===== src/rtl/mdu_pkg.sv =====
// -----------------------------------------------------------------------------
// mdu_pkg
// Shared definitions for the iterative multiply/divide unit:
//   - operation encodings presented on op
//   - FSM state type used by the top level
//   - clog2 helper for sizing the iteration counter
// Optional feature macro used elsewhere in the unit: MDU_SIGNED_EN.
// -----------------------------------------------------------------------------
package mdu_pkg;

    localparam logic [1:0] MDU_MULTU = 2'b00;
    localparam logic [1:0] MDU_DIVU  = 2'b01;
    localparam logic [1:0] MDU_MULT  = 2'b10;
    localparam logic [1:0] MDU_DIV   = 2'b11;

    typedef enum logic [1:0] {
        IDLE = 2'd0,
        RUN  = 2'd1,
        FIX  = 2'd2
    } mdu_state_e;

    // Number of bits needed to hold values 0..value-1.
    function automatic int clog2(input int value);
        int res;
        int v;
        res = 0;
        v   = value - 1;
        while (v > 0) begin
            res = res + 1;
            v   = v >> 1;
        end
        return res;
    endfunction

endpackage


===== src/rtl/multiply_divide_unit_if.sv =====
// -----------------------------------------------------------------------------
// multiply_divide_unit_if
// Request/result bundle between the datapath and the multiply/divide unit.
//   start, op, a, b      : operation request (captured when start is taken)
//   hi_we, lo_we, wdata  : direct HI/LO writes
//   busy, done           : handshake status
//   div_by_zero          : divide-by-zero flag, valid with done
//   hi, lo               : result registers
// master drives requests, slave (the unit) drives status and results.
// -----------------------------------------------------------------------------
interface multiply_divide_unit_if #(
    parameter int WIDTH = 32
);
    logic             start;
    logic [1:0]       op;
    logic [WIDTH-1:0] a;
    logic [WIDTH-1:0] b;
    logic             hi_we;
    logic             lo_we;
    logic [WIDTH-1:0] wdata;
    logic             busy;
    logic             done;
    logic             div_by_zero;
    logic [WIDTH-1:0] hi;
    logic [WIDTH-1:0] lo;

    modport master (
        output start, op, a, b, hi_we, lo_we, wdata,
        input  busy, done, div_by_zero, hi, lo
    );

    modport slave (
        input  start, op, a, b, hi_we, lo_we, wdata,
        output busy, done, div_by_zero, hi, lo
    );
endinterface


===== src/rtl/mdu_iter_datapath.sv =====
// -----------------------------------------------------------------------------
// mdu_iter_datapath
// Unsigned iterative engine: shift-add multiply or restoring shift-subtract
// divide, one step per cycle, WIDTH steps per operation.
// Ports:
//   clk, reset         : clock, synchronous active-high reset
//   load_i             : capture operands and preload counter to WIDTH-1
//   is_div_i           : 1 = divide, 0 = multiply (captured with load_i)
//   opa_i, opb_i       : multiplicand/dividend and multiplier/divisor
//   step_i             : perform one iteration
//   last_o             : the current step is the final one (counter at 0)
//   hi_res_o, lo_res_o : product halves, or remainder/quotient
// -----------------------------------------------------------------------------
module mdu_iter_datapath
    import mdu_pkg::*;
#(
    parameter int WIDTH = 32
) (
    input  logic             clk,
    input  logic             reset,
    input  logic             load_i,
    input  logic             is_div_i,
    input  logic [WIDTH-1:0] opa_i,
    input  logic [WIDTH-1:0] opb_i,
    input  logic             step_i,
    output logic             last_o,
    output logic [WIDTH-1:0] hi_res_o,
    output logic [WIDTH-1:0] lo_res_o
);
    localparam int CW = clog2(WIDTH);

    // acc: running upper product / partial remainder
    // mq : multiplier bits shifting out / quotient bits shifting in
    logic [WIDTH-1:0] acc_q, acc_d;
    logic [WIDTH-1:0] mq_q, mq_d;
    logic [WIDTH-1:0] opd_q, opd_d;
    logic [CW-1:0]    cnt_q, cnt_d;
    logic             is_div_q, is_div_d;

    logic [WIDTH:0]   mul_sum;
    logic [WIDTH:0]   div_shift;
    logic [WIDTH+1:0] div_diff;
    logic             div_ge;

    always_comb begin
        mul_sum   = {1'b0, acc_q} + (mq_q[0] ? {1'b0, opd_q} : {(WIDTH+1){1'b0}});
        div_shift = {acc_q, mq_q[WIDTH-1]};
        // Extra guard bit keeps the borrow unambiguous for any shift value.
        div_diff  = {1'b0, div_shift} - {2'b00, opd_q};
        div_ge    = ~div_diff[WIDTH+1];

        acc_d    = acc_q;
        mq_d     = mq_q;
        opd_d    = opd_q;
        cnt_d    = cnt_q;
        is_div_d = is_div_q;

        if (load_i) begin
            acc_d    = '0;
            mq_d     = opa_i;
            opd_d    = opb_i;
            cnt_d    = CW'(WIDTH - 1);
            is_div_d = is_div_i;
        end else if (step_i) begin
            if (is_div_q) begin
                acc_d = div_ge ? div_diff[WIDTH-1:0] : div_shift[WIDTH-1:0];
                mq_d  = {mq_q[WIDTH-2:0], div_ge};
            end else begin
                acc_d = mul_sum[WIDTH:1];
                mq_d  = {mul_sum[0], mq_q[WIDTH-1:1]};
            end
            cnt_d = cnt_q - CW'(1);
        end
    end

    always_ff @(posedge clk) begin
        if (reset) begin
            acc_q    <= '0;
            mq_q     <= '0;
            opd_q    <= '0;
            cnt_q    <= '0;
            is_div_q <= 1'b0;
        end else begin
            acc_q    <= acc_d;
            mq_q     <= mq_d;
            opd_q    <= opd_d;
            cnt_q    <= cnt_d;
            is_div_q <= is_div_d;
        end
    end

    assign last_o   = (cnt_q == '0);
    assign hi_res_o = acc_q;
    assign lo_res_o = mq_q;

endmodule


===== src/rtl/multiply_divide_unit.sv =====
// -----------------------------------------------------------------------------
// multiply_divide_unit
// Multi-cycle MULT/MULTU/DIV/DIVU with HI/LO result registers and direct
// HI/LO writes. Latency from the accepting edge to results is WIDTH+1 cycles.
// Ports:
//   clk   : clock
//   reset : synchronous active-high reset (aborts any operation silently)
//   bus   : multiply_divide_unit_if.slave (start/op/a/b, hi_we/lo_we/wdata,
//           busy/done/div_by_zero, hi/lo)
// Optional feature: define MDU_SIGNED_EN to make op 10/11 signed MULT/DIV;
// otherwise op[1] is ignored and all operations are unsigned.
// -----------------------------------------------------------------------------
module multiply_divide_unit
    import mdu_pkg::*;
#(
    parameter int WIDTH = 32
) (
    input  logic                   clk,
    input  logic                   reset,
    multiply_divide_unit_if.slave  bus
);
    mdu_state_e       state_q;
    logic             busy_q;
    logic             done_q;
    logic             dbz_q;
    logic [WIDTH-1:0] hi_q;
    logic [WIDTH-1:0] lo_q;
    logic             is_div_q;
    logic             b_zero_q;
    logic [WIDTH-1:0] a_q;

    logic [WIDTH-1:0] opa_mag;
    logic [WIDTH-1:0] opb_mag;
    logic             dp_load;
    logic             dp_step;
    logic             dp_last;
    logic [WIDTH-1:0] dp_hi;
    logic [WIDTH-1:0] dp_lo;
    logic [WIDTH-1:0] res_hi;
    logic [WIDTH-1:0] res_lo;
    logic [WIDTH-1:0] div_hi;
    logic [WIDTH-1:0] div_lo;
    logic [2*WIDTH-1:0] prod;

`ifdef MDU_SIGNED_EN
    // Signed operations iterate on magnitudes; signs are reapplied in FIX.
    logic a_neg;
    logic b_neg;
    logic neg_res_q;
    logic neg_rem_q;

    assign a_neg   = bus.op[1] & bus.a[WIDTH-1];
    assign b_neg   = bus.op[1] & bus.b[WIDTH-1];
    assign opa_mag = a_neg ? -bus.a : bus.a;
    assign opb_mag = b_neg ? -bus.b : bus.b;

    assign prod   = neg_res_q ? -{dp_hi, dp_lo} : {dp_hi, dp_lo};
    assign div_lo = neg_res_q ? -dp_lo : dp_lo;
    assign div_hi = neg_rem_q ? -dp_hi : dp_hi;
`else
    logic unused_op1;

    assign unused_op1 = bus.op[1];
    assign opa_mag    = bus.a;
    assign opb_mag    = bus.b;

    assign prod   = {dp_hi, dp_lo};
    assign div_lo = dp_lo;
    assign div_hi = dp_hi;
`endif

    // Divide by zero bypasses sign correction entirely.
    always_comb begin
        res_hi = prod[2*WIDTH-1:WIDTH];
        res_lo = prod[WIDTH-1:0];
        if (is_div_q && b_zero_q) begin
            res_hi = a_q;
            res_lo = '1;
        end else if (is_div_q) begin
            res_hi = div_hi;
            res_lo = div_lo;
        end
    end

    assign dp_load = (state_q == IDLE) && bus.start;
    assign dp_step = (state_q == RUN);

    mdu_iter_datapath #(
        .WIDTH (WIDTH)
    ) u_datapath (
        .clk      (clk),
        .reset    (reset),
        .load_i   (dp_load),
        .is_div_i (bus.op[0]),
        .opa_i    (opa_mag),
        .opb_i    (opb_mag),
        .step_i   (dp_step),
        .last_o   (dp_last),
        .hi_res_o (dp_hi),
        .lo_res_o (dp_lo)
    );

    always_ff @(posedge clk) begin
        if (reset) begin
            state_q   <= IDLE;
            busy_q    <= 1'b0;
            done_q    <= 1'b0;
            dbz_q     <= 1'b0;
            hi_q      <= '0;
            lo_q      <= '0;
            is_div_q  <= 1'b0;
            b_zero_q  <= 1'b0;
            a_q       <= '0;
`ifdef MDU_SIGNED_EN
            neg_res_q <= 1'b0;
            neg_rem_q <= 1'b0;
`endif
        end else begin
            done_q <= 1'b0;
            case (state_q)
                IDLE: begin
                    // A start takes priority; same-cycle direct writes are dropped.
                    if (bus.start) begin
                        state_q   <= RUN;
                        busy_q    <= 1'b1;
                        dbz_q     <= 1'b0;
                        is_div_q  <= bus.op[0];
                        b_zero_q  <= (bus.b == '0);
                        a_q       <= bus.a;
`ifdef MDU_SIGNED_EN
                        neg_res_q <= a_neg ^ b_neg;
                        neg_rem_q <= a_neg;
`endif
                    end else begin
                        if (bus.hi_we) hi_q <= bus.wdata;
                        if (bus.lo_we) lo_q <= bus.wdata;
                    end
                end
                RUN: begin
                    if (dp_last) state_q <= FIX;
                end
                FIX: begin
                    hi_q    <= res_hi;
                    lo_q    <= res_lo;
                    done_q  <= 1'b1;
                    busy_q  <= 1'b0;
                    dbz_q   <= is_div_q & b_zero_q;
                    state_q <= IDLE;
                end
                default: begin
                    state_q <= IDLE;
                    busy_q  <= 1'b0;
                end
            endcase
        end
    end

    assign bus.busy        = busy_q;
    assign bus.done        = done_q;
    assign bus.div_by_zero = dbz_q;
    assign bus.hi          = hi_q;
    assign bus.lo          = lo_q;

endmodule


===== src/flat_wrapper.sv =====
// flat-port wrapper written by rule: the top's interface ports become plain ports
module multiply_divide_unit_flat import mdu_pkg::*;
#(
    parameter int WIDTH = 32
)
  (clk, reset, bus_start, bus_op, bus_a, bus_b, bus_hi_we, bus_lo_we, bus_wdata, bus_busy, bus_done, bus_div_by_zero, bus_hi, bus_lo);
  multiply_divide_unit_if #(.WIDTH(WIDTH)) bus_i ();
  input  logic clk;
  input  logic reset;
  input wire logic [$bits(bus_i.start)-1:0] bus_start;
  input wire logic [$bits(bus_i.op)-1:0] bus_op;
  input wire logic [$bits(bus_i.a)-1:0] bus_a;
  input wire logic [$bits(bus_i.b)-1:0] bus_b;
  input wire logic [$bits(bus_i.hi_we)-1:0] bus_hi_we;
  input wire logic [$bits(bus_i.lo_we)-1:0] bus_lo_we;
  input wire logic [$bits(bus_i.wdata)-1:0] bus_wdata;
  output wire logic [$bits(bus_i.busy)-1:0] bus_busy;
  output wire logic [$bits(bus_i.done)-1:0] bus_done;
  output wire logic [$bits(bus_i.div_by_zero)-1:0] bus_div_by_zero;
  output wire logic [$bits(bus_i.hi)-1:0] bus_hi;
  output wire logic [$bits(bus_i.lo)-1:0] bus_lo;
  assign bus_i.start = bus_start;
  assign bus_i.op = bus_op;
  assign bus_i.a = bus_a;
  assign bus_i.b = bus_b;
  assign bus_i.hi_we = bus_hi_we;
  assign bus_i.lo_we = bus_lo_we;
  assign bus_i.wdata = bus_wdata;
  assign bus_busy = bus_i.busy;
  assign bus_done = bus_i.done;
  assign bus_div_by_zero = bus_i.div_by_zero;
  assign bus_hi = bus_i.hi;
  assign bus_lo = bus_i.lo;
  multiply_divide_unit #(.WIDTH(WIDTH)) u_core (.clk(clk), .reset(reset), .bus(bus_i));
endmodule

===== config.mk =====
export PLATFORM = sky130hd
export DESIGN_NAME = multiply_divide_unit_flat
export DESIGN_NICKNAME = d
export VERILOG_FILES = /design/src/rtl/mdu_pkg.sv /design/src/rtl/multiply_divide_unit_if.sv /design/src/rtl/mdu_iter_datapath.sv /design/src/rtl/multiply_divide_unit.sv /design/src/flat_wrapper.sv
export SDC_FILE = /design/constraint.sdc
export NUM_CORES = 1
export LEC_CHECK = 0
export CORE_MARGIN = 2
export CORE_UTILIZATION = 60
export CTS_BUF_LIST = sky130_fd_sc_hd__clkbuf_4
export DETAILED_ROUTE_END_ITERATION = 6
export PLACE_DENSITY = 0.94
export SYNTH_ARGS = -nofsm -noshare
export SYNTH_HDL_FRONTEND = slang
export SYNTH_SLANG_ARGS = --single-unit

===== constraint.sdc =====
create_clock -name clk -period 6.45 [get_ports clk]
set_clock_uncertainty 0.1 [all_clocks]
set_input_delay 1.29 -clock clk [delete_from_list [all_inputs] [get_ports clk]]
set_output_delay 1.29 -clock clk [all_outputs]
set_load 0.01 [all_outputs]

Yosys cells after proc, flatten, opt, wreduce, memory -nomap -nowiden
Index checks and enable logic that the tools add are counted.
Storage, ports and cells
  register bits: 205
  logic and storage cells: 65
  output and inout bits: 67
  input port bits: 103
Operators by class
  bitwise logic cells: 3
  reduce and logical (&&, ||, !) cells: 14
  equal/unequal tests: 7
  add/sub/neg operators: 3
  mux-type cells: 24
Operator list (count)
  32-bit 2-to-1 mux: 12
  32-bit one-hot mux with 2 select lines: 2
  33-bit by 32-bit subtractor with 34-bit output: 1
  32-bit by 33-bit adder with 33-bit output: 1
  32-bit zero test: 1
  5-bit 2-to-1 mux: 2
  2-bit inequality test (second input constant): 5
  2-bit AND reduction: 4
  3-bit AND reduction: 2
  5-bit zero test: 1
  5-bit by 1-bit subtractor with 5-bit output (second input constant): 1
  2-bit 2-to-1 mux: 2
  1-bit one-hot mux with 2 select lines: 2
  2-bit one-hot mux with 2 select lines: 1
  2-bit nonzero test: 2
  1-bit 2-to-1 mux: 3
  2-bit by 1-bit == test with 1-bit output (second input constant): 1
  2-bit == test (second input constant): 1
  1-bit logical AND: 2
  2-bit zero test: 1
  1-bit inverter: 2
  2-bit OR reduction: 1
  1-bit bitwise AND: 1

Logic depth before layout (Yosys ltp)
  depth in word-level cells: 5
  depth in mapped cells: 14
  mapped depth without buffers: 13

Cells and area by module
From an unflattened synthesis, not the netlist that was laid out.
Unflattened totals
  cell total of the unflattened synthesis: 1647
  area, all modules: 12792.3 µm²
By module, submodules not included
  mdu_iter_datapath: cells an instance 1104, area an instance 8476.9 µm², sequential area each 2042.0 µm², instances 1
  multiply_divide_unit: cells an instance 543, area an instance 4315.4 µm², sequential area each 2062.0 µm², instances 1

Worst setup path before layout
OpenSTA, ideal clock, no wires.
  path kind: register to register
  start point: reg u_core.u_datapath.mq_q[0], in the netlist u_core.u_datapath.lo_res_o[0]
  end point: reg u_core.u_datapath.acc_q[31], in the netlist u_core.u_datapath.hi_res_o[31]
  library setup time: 127 ps
  path buffers: 1
  required time: 6223 ps
  setup slack: 3159 ps
  data arrival time: 3065 ps
  cell stages (with the launch flop): 14
  clock period less this slack: 3291 ps
  path through: dfxtp_1 clkbuf_1 and2_1 ha_1 fa_1 a21o_1 a221oi_2 and3_2 nor4_4 o311ai_2 o31a_1 o21ai_2 a2111oi_2 nor3_1
Between the ends
  word-level cells in the longest chain between the ends: 3
Ends and longest elaborated chain
  start, declared: line mdu_iter_datapath.sv:35  | logic [WIDTH-1:0] mq_q, mq_d;
  start signal, assigned: line mdu_iter_datapath.sv:85  | mq_q <= mq_d;
  32-bit 2-to-1 mux: line mdu_iter_datapath.sv:46  | mul_sum = {1'b0, acc_q} + (mq_q[0] ? {1'b0, opd_q} : {(WIDTH+1){1'b0}});
  32-bit by 33-bit adder with 33-bit output: line mdu_iter_datapath.sv:46
  32-bit 2-to-1 mux: line mdu_iter_datapath.sv:65  | if (is_div_q) begin
  end signal, assigned: line mdu_iter_datapath.sv:78  | acc_q <= '0;
  end signal, assigned: line mdu_iter_datapath.sv:84  | acc_q <= acc_d;
  end, declared: line mdu_iter_datapath.sv:34  | logic [WIDTH-1:0] acc_q, acc_d;
Every way passes these cells.
A chain may end at the register's enable or synchronous reset.

Final worst setup path
  start point: reg u_core.u_datapath.mq_q[0], in the netlist u_core.u_datapath.lo_res_o[0]
  end point: reg u_core.u_datapath.acc_q[30], in the netlist u_core.u_datapath.hi_res_o[30]
Same word-level chain as after synthesis.

==> flow_metrics.env <==
export IMPL_status="finished, final reports clean"
export IMPL_cts_root_buf="clkbuf_4"
export IMPL_p_int_mw=2.31
export IMPL_dp_final_hpwl_mm=27.5
export IMPL_final_hold_violation_count=0
export IMPL_via_per_inst=6.44
export IMPL_endpoint_kind="flip-flop"
export IMPL_antenna_left=0
export IMPL_cpPeakStageDelay_ps=840
export IMPL_htree_levels=2
export IMPL_p_leak_nw=5.89
export IMPL_min_delay_path_depth=2
export IMPL_path_max_fanout=35
export IMPL_clock_latency_ps=710
export IMPL_swShare_pct=34.5
export IMPL_grt_pass1_wl_mm=62.7
export IMPL_synthFlopType="dfxtp_1"
export IMPL_vias=13000
export IMPL_cts_resized=0
export IMPL_peakVddDrop_mv=0.141
export IMPL_cp_data_arrival_time_ps=4700
export IMPL_reg2reg_from="u_core.u_datapath.lo_res_o[0]"
export IMPL_max_freq_ghz=0.237
export IMPL_layout_nets=1882
export IMPL_tns_ps=0
export IMPL_yosysUniqueCellTypes=73
export IMPL_clock_sinks=204
export IMPL_pin_count=170
export IMPL_hold_path_end="u_core.bus.lo[3]"
export IMPL_switchingPower_mw=1.22
export IMPL_synth_top_area_cell="dfxtp_1"
export IMPL_rows=52
export IMPL_postCtsHoldBufs=0
export IMPL_final_core_util_pct=72.7
export IMPL_cts_buffer_depth=3
export IMPL_post_cts_buffers=0
export IMPL_synth_fa_ha_area_share_pct=7.09
export IMPL_synth_xor_area_share_pct=3.95
export IMPL_worstReg2RegEnd="u_core.u_datapath.hi_res_o[30]"
export IMPL_p_comb_share_pct=28.3
export IMPL_final_cell_mix="nand2_1 (238), dfxtp_1 (203), nor2_1 (183)"
export IMPL_cpMostUsedCell="a31oi_1"
export IMPL_drive_gt1_share_pct=7.69
export IMPL_rsz0062_at_grt="false"
export IMPL_grt_pass1_vias=12400
export IMPL_avgSynthCellArea_um2=7.77
export IMPL_ys_seq_area_share_pct=33.5
export IMPL_start_kind="flip-flop"
export IMPL_synthSimpleGateAreaFrac_pct=20.2
export IMPL_slew_viol_final=0
export IMPL_ys_ff_latch=204
export IMPL_synthesis_nets=1742
export IMPL_yosys_area_top_type_share_pct=33.5
export IMPL_synth_compound_area_share_pct=26.6
export IMPL_final_cell_count_no_fill=2013
export IMPL_min_path_type="reg -> reg"
export IMPL_worstPathRequired_ps=6940
export IMPL_die_w_um=147
export IMPL_wirelength_mm=39.6
export IMPL_track_usage_pct=35.7
export IMPL_syn_area_um2=12200
export IMPL_cp_slowest_cell="o41ai_1"
export IMPL_cap_violations=0
export IMPL_power_density_nw_per_um2=241
export IMPL_numPortBuffers=168
export IMPL_async_flop_share_pct=0
export IMPL_antenna_found_initial=1
export IMPL_coreArea_um2=20100
export IMPL_grt_max_degree=85
export IMPL_synthCells=1571
export IMPL_r2r_slack_ps=2240
export IMPL_initial_core_util_pct=60.7
export IMPL_setup_ws_ps=2240
export IMPL_drc_errors=0
export IMPL_drt_first_pass_iters=5
export IMPL_gp_congestion=0.972
export IMPL_numCtsBuffers=54
export IMPL_slew_headroom_pct=13.9
export IMPL_synth_area_leaders="dfxtp_1 (33%), nand2_1 (7.3%), ha_1 (6.8%), a21oi_1 (6.2%), nor2_1 (5.8%)"
export IMPL_cts_tree="yes"
export IMPL_post_route_min_period_ps=4210
export IMPL_muxShareOfSynthArea_pct=3.86
export IMPL_die_area_um2=21500
export IMPL_max_slew_worst_pin_slew_ps=1290
export IMPL_die_y_um=147
export IMPL_grt_ovfl_total=0
export IMPL_ys_warn_count=0
export IMPL_reg2regPathDepth=12
export IMPL_finalCritPeriodShare_pct=65.3
export IMPL_pwr_share_seq_pct=40.7
export IMPL_area_growth_syn_to_layout_pct=19.8
export IMPL_synth_top_family_by_area="compound AO/OA/AOI/OAI gates"
export IMPL_finalPower_mw=3.52
export IMPL_setup_viol_count_final=0
export IMPL_post_drt_wl_per_cell_um=19.7
export IMPL_synth_edf_count=0
export IMPL_worstSetupPathType="reg -> reg"
export IMPL_hold_start="u_core.bus.lo[3]"
export IMPL_path_cells="buf_4, and2_1, ha_1, a21o_2, a31oi_1, a21boi_0, o41ai_1, a41oi_1, a31oi_1, mux2i_1, a21oi_1, o311a_1"
export IMPL_clkPwrFrac_pct=31.0
export IMPL_clkTransAtPathRegs_ps=70
export IMPL_place_inst=1925
export IMPL_post_place_ws_ps=2440
export IMPL_layout_commonest_cell="nand2_1"
export IMPL_drt_iter0_markers=1385
## routing by layer
metal / vias to the layer above / track usage [%] / share of wire, %
li1: 5950 / - / -
met1: 6039 / 46.0 / 39
met2: 799 / 55.5 / 45
met3: 168 / 6.91 / 9.8
met4: 0 / 22.0 / 6.2
met5: - / 0 / 0
## cells in the mapped netlist (35+ instances only)
cell type,count
and2_1,38
ha_1,66
nor2_1,187
a22o_1,35
a21oi_1,150
o21ai_0,87
clkbuf_1,84
mux2i_1,37
nand2_1,238
a221oi_1,35
inv_1,50
dfxtp_1,204
## critical path, delay by kind of cell, from the launching register on
family | cells | cell delay [ps]
AO/OA/AOI/OAI | 8 | 2620
adder cells (fa/ha/maj) | 1 | 280
buffers and inverters | 1 | 350
flip-flops | 1 | 310
multiplexers | 1 | 220
AND/OR/NAND/NOR | 1 | 200
## logic make-up (layout without fill, tap and decap cells)
group	Yosys count	after routing
and+or+nand+nor	563	563
AOI/OAI and AO/OA	483	483
DFF	204	204
buffers and inverters	152	323
adders and majority gates	68	68
xor gates and xnor gates	55	55
muxes	46	46
other	0	1
## worst max-delay path by stage
stage                                           to                           from
floorplan           u_core.u_datapath.hi_res_o[31]  u_core.u_datapath.lo_res_o[0]
global placement    u_core.u_datapath.hi_res_o[30]  u_core.u_datapath.lo_res_o[0]
detailed placement  u_core.u_datapath.hi_res_o[30]  u_core.u_datapath.lo_res_o[0]
CTS                 u_core.u_datapath.hi_res_o[30]  u_core.u_datapath.lo_res_o[0]
global route        u_core.u_datapath.hi_res_o[24]  u_core.u_datapath.lo_res_o[0]
finish              u_core.u_datapath.hi_res_o[30]  u_core.u_datapath.lo_res_o[0]
## metrics by stage
stage,instance area [um^2],hold slack [ps]
after global placement,14000,342
after global routing,14600,384
after CTS,14600,353
final,14600,353
after detailed placement,14000,346
after floorplan,12200,327
## power by group through the flow
stage                     sequential [mW]  clock, mW  combinational [mW]
after floorplan                      1.44          0               0.657
after global placement               1.45          0               0.941
after detailed placement             1.45          0               0.968
after CTS                            1.43       1.09               0.974
after global routing                 1.44       1.16                1.08
final                                1.43       1.09               0.996
## sequential cells by signal, indices dropped and copies added, names as in the netlist
signal and flops:
u_core.is_div_q 1, u_core.bus.done 1, u_core.u_datapath.hi_res_o 32, u_core.a_q 32
u_core.bus.div_by_zero 1, u_core.state_q 2, u_core.bus.busy 1, u_core.bus.hi 32
u_core.u_datapath.opd_q 32, u_core.b_zero_q 1, u_core.u_datapath.lo_res_o 32, u_core.bus.lo 32
u_core.u_datapath.cnt_q 5
## cell type report
type                       instances  area (um^2)
clock inverter                    12         56.3
timing repair buffer             186         1810
fill                            1494         5490
antenna                            1         2.50
inverter                          50          188
multi-input combinational       1215         7570
clock buffer                      75          563
tap                              270          338
sequential                       204         4090
Power figures use the tool's default switching activity.
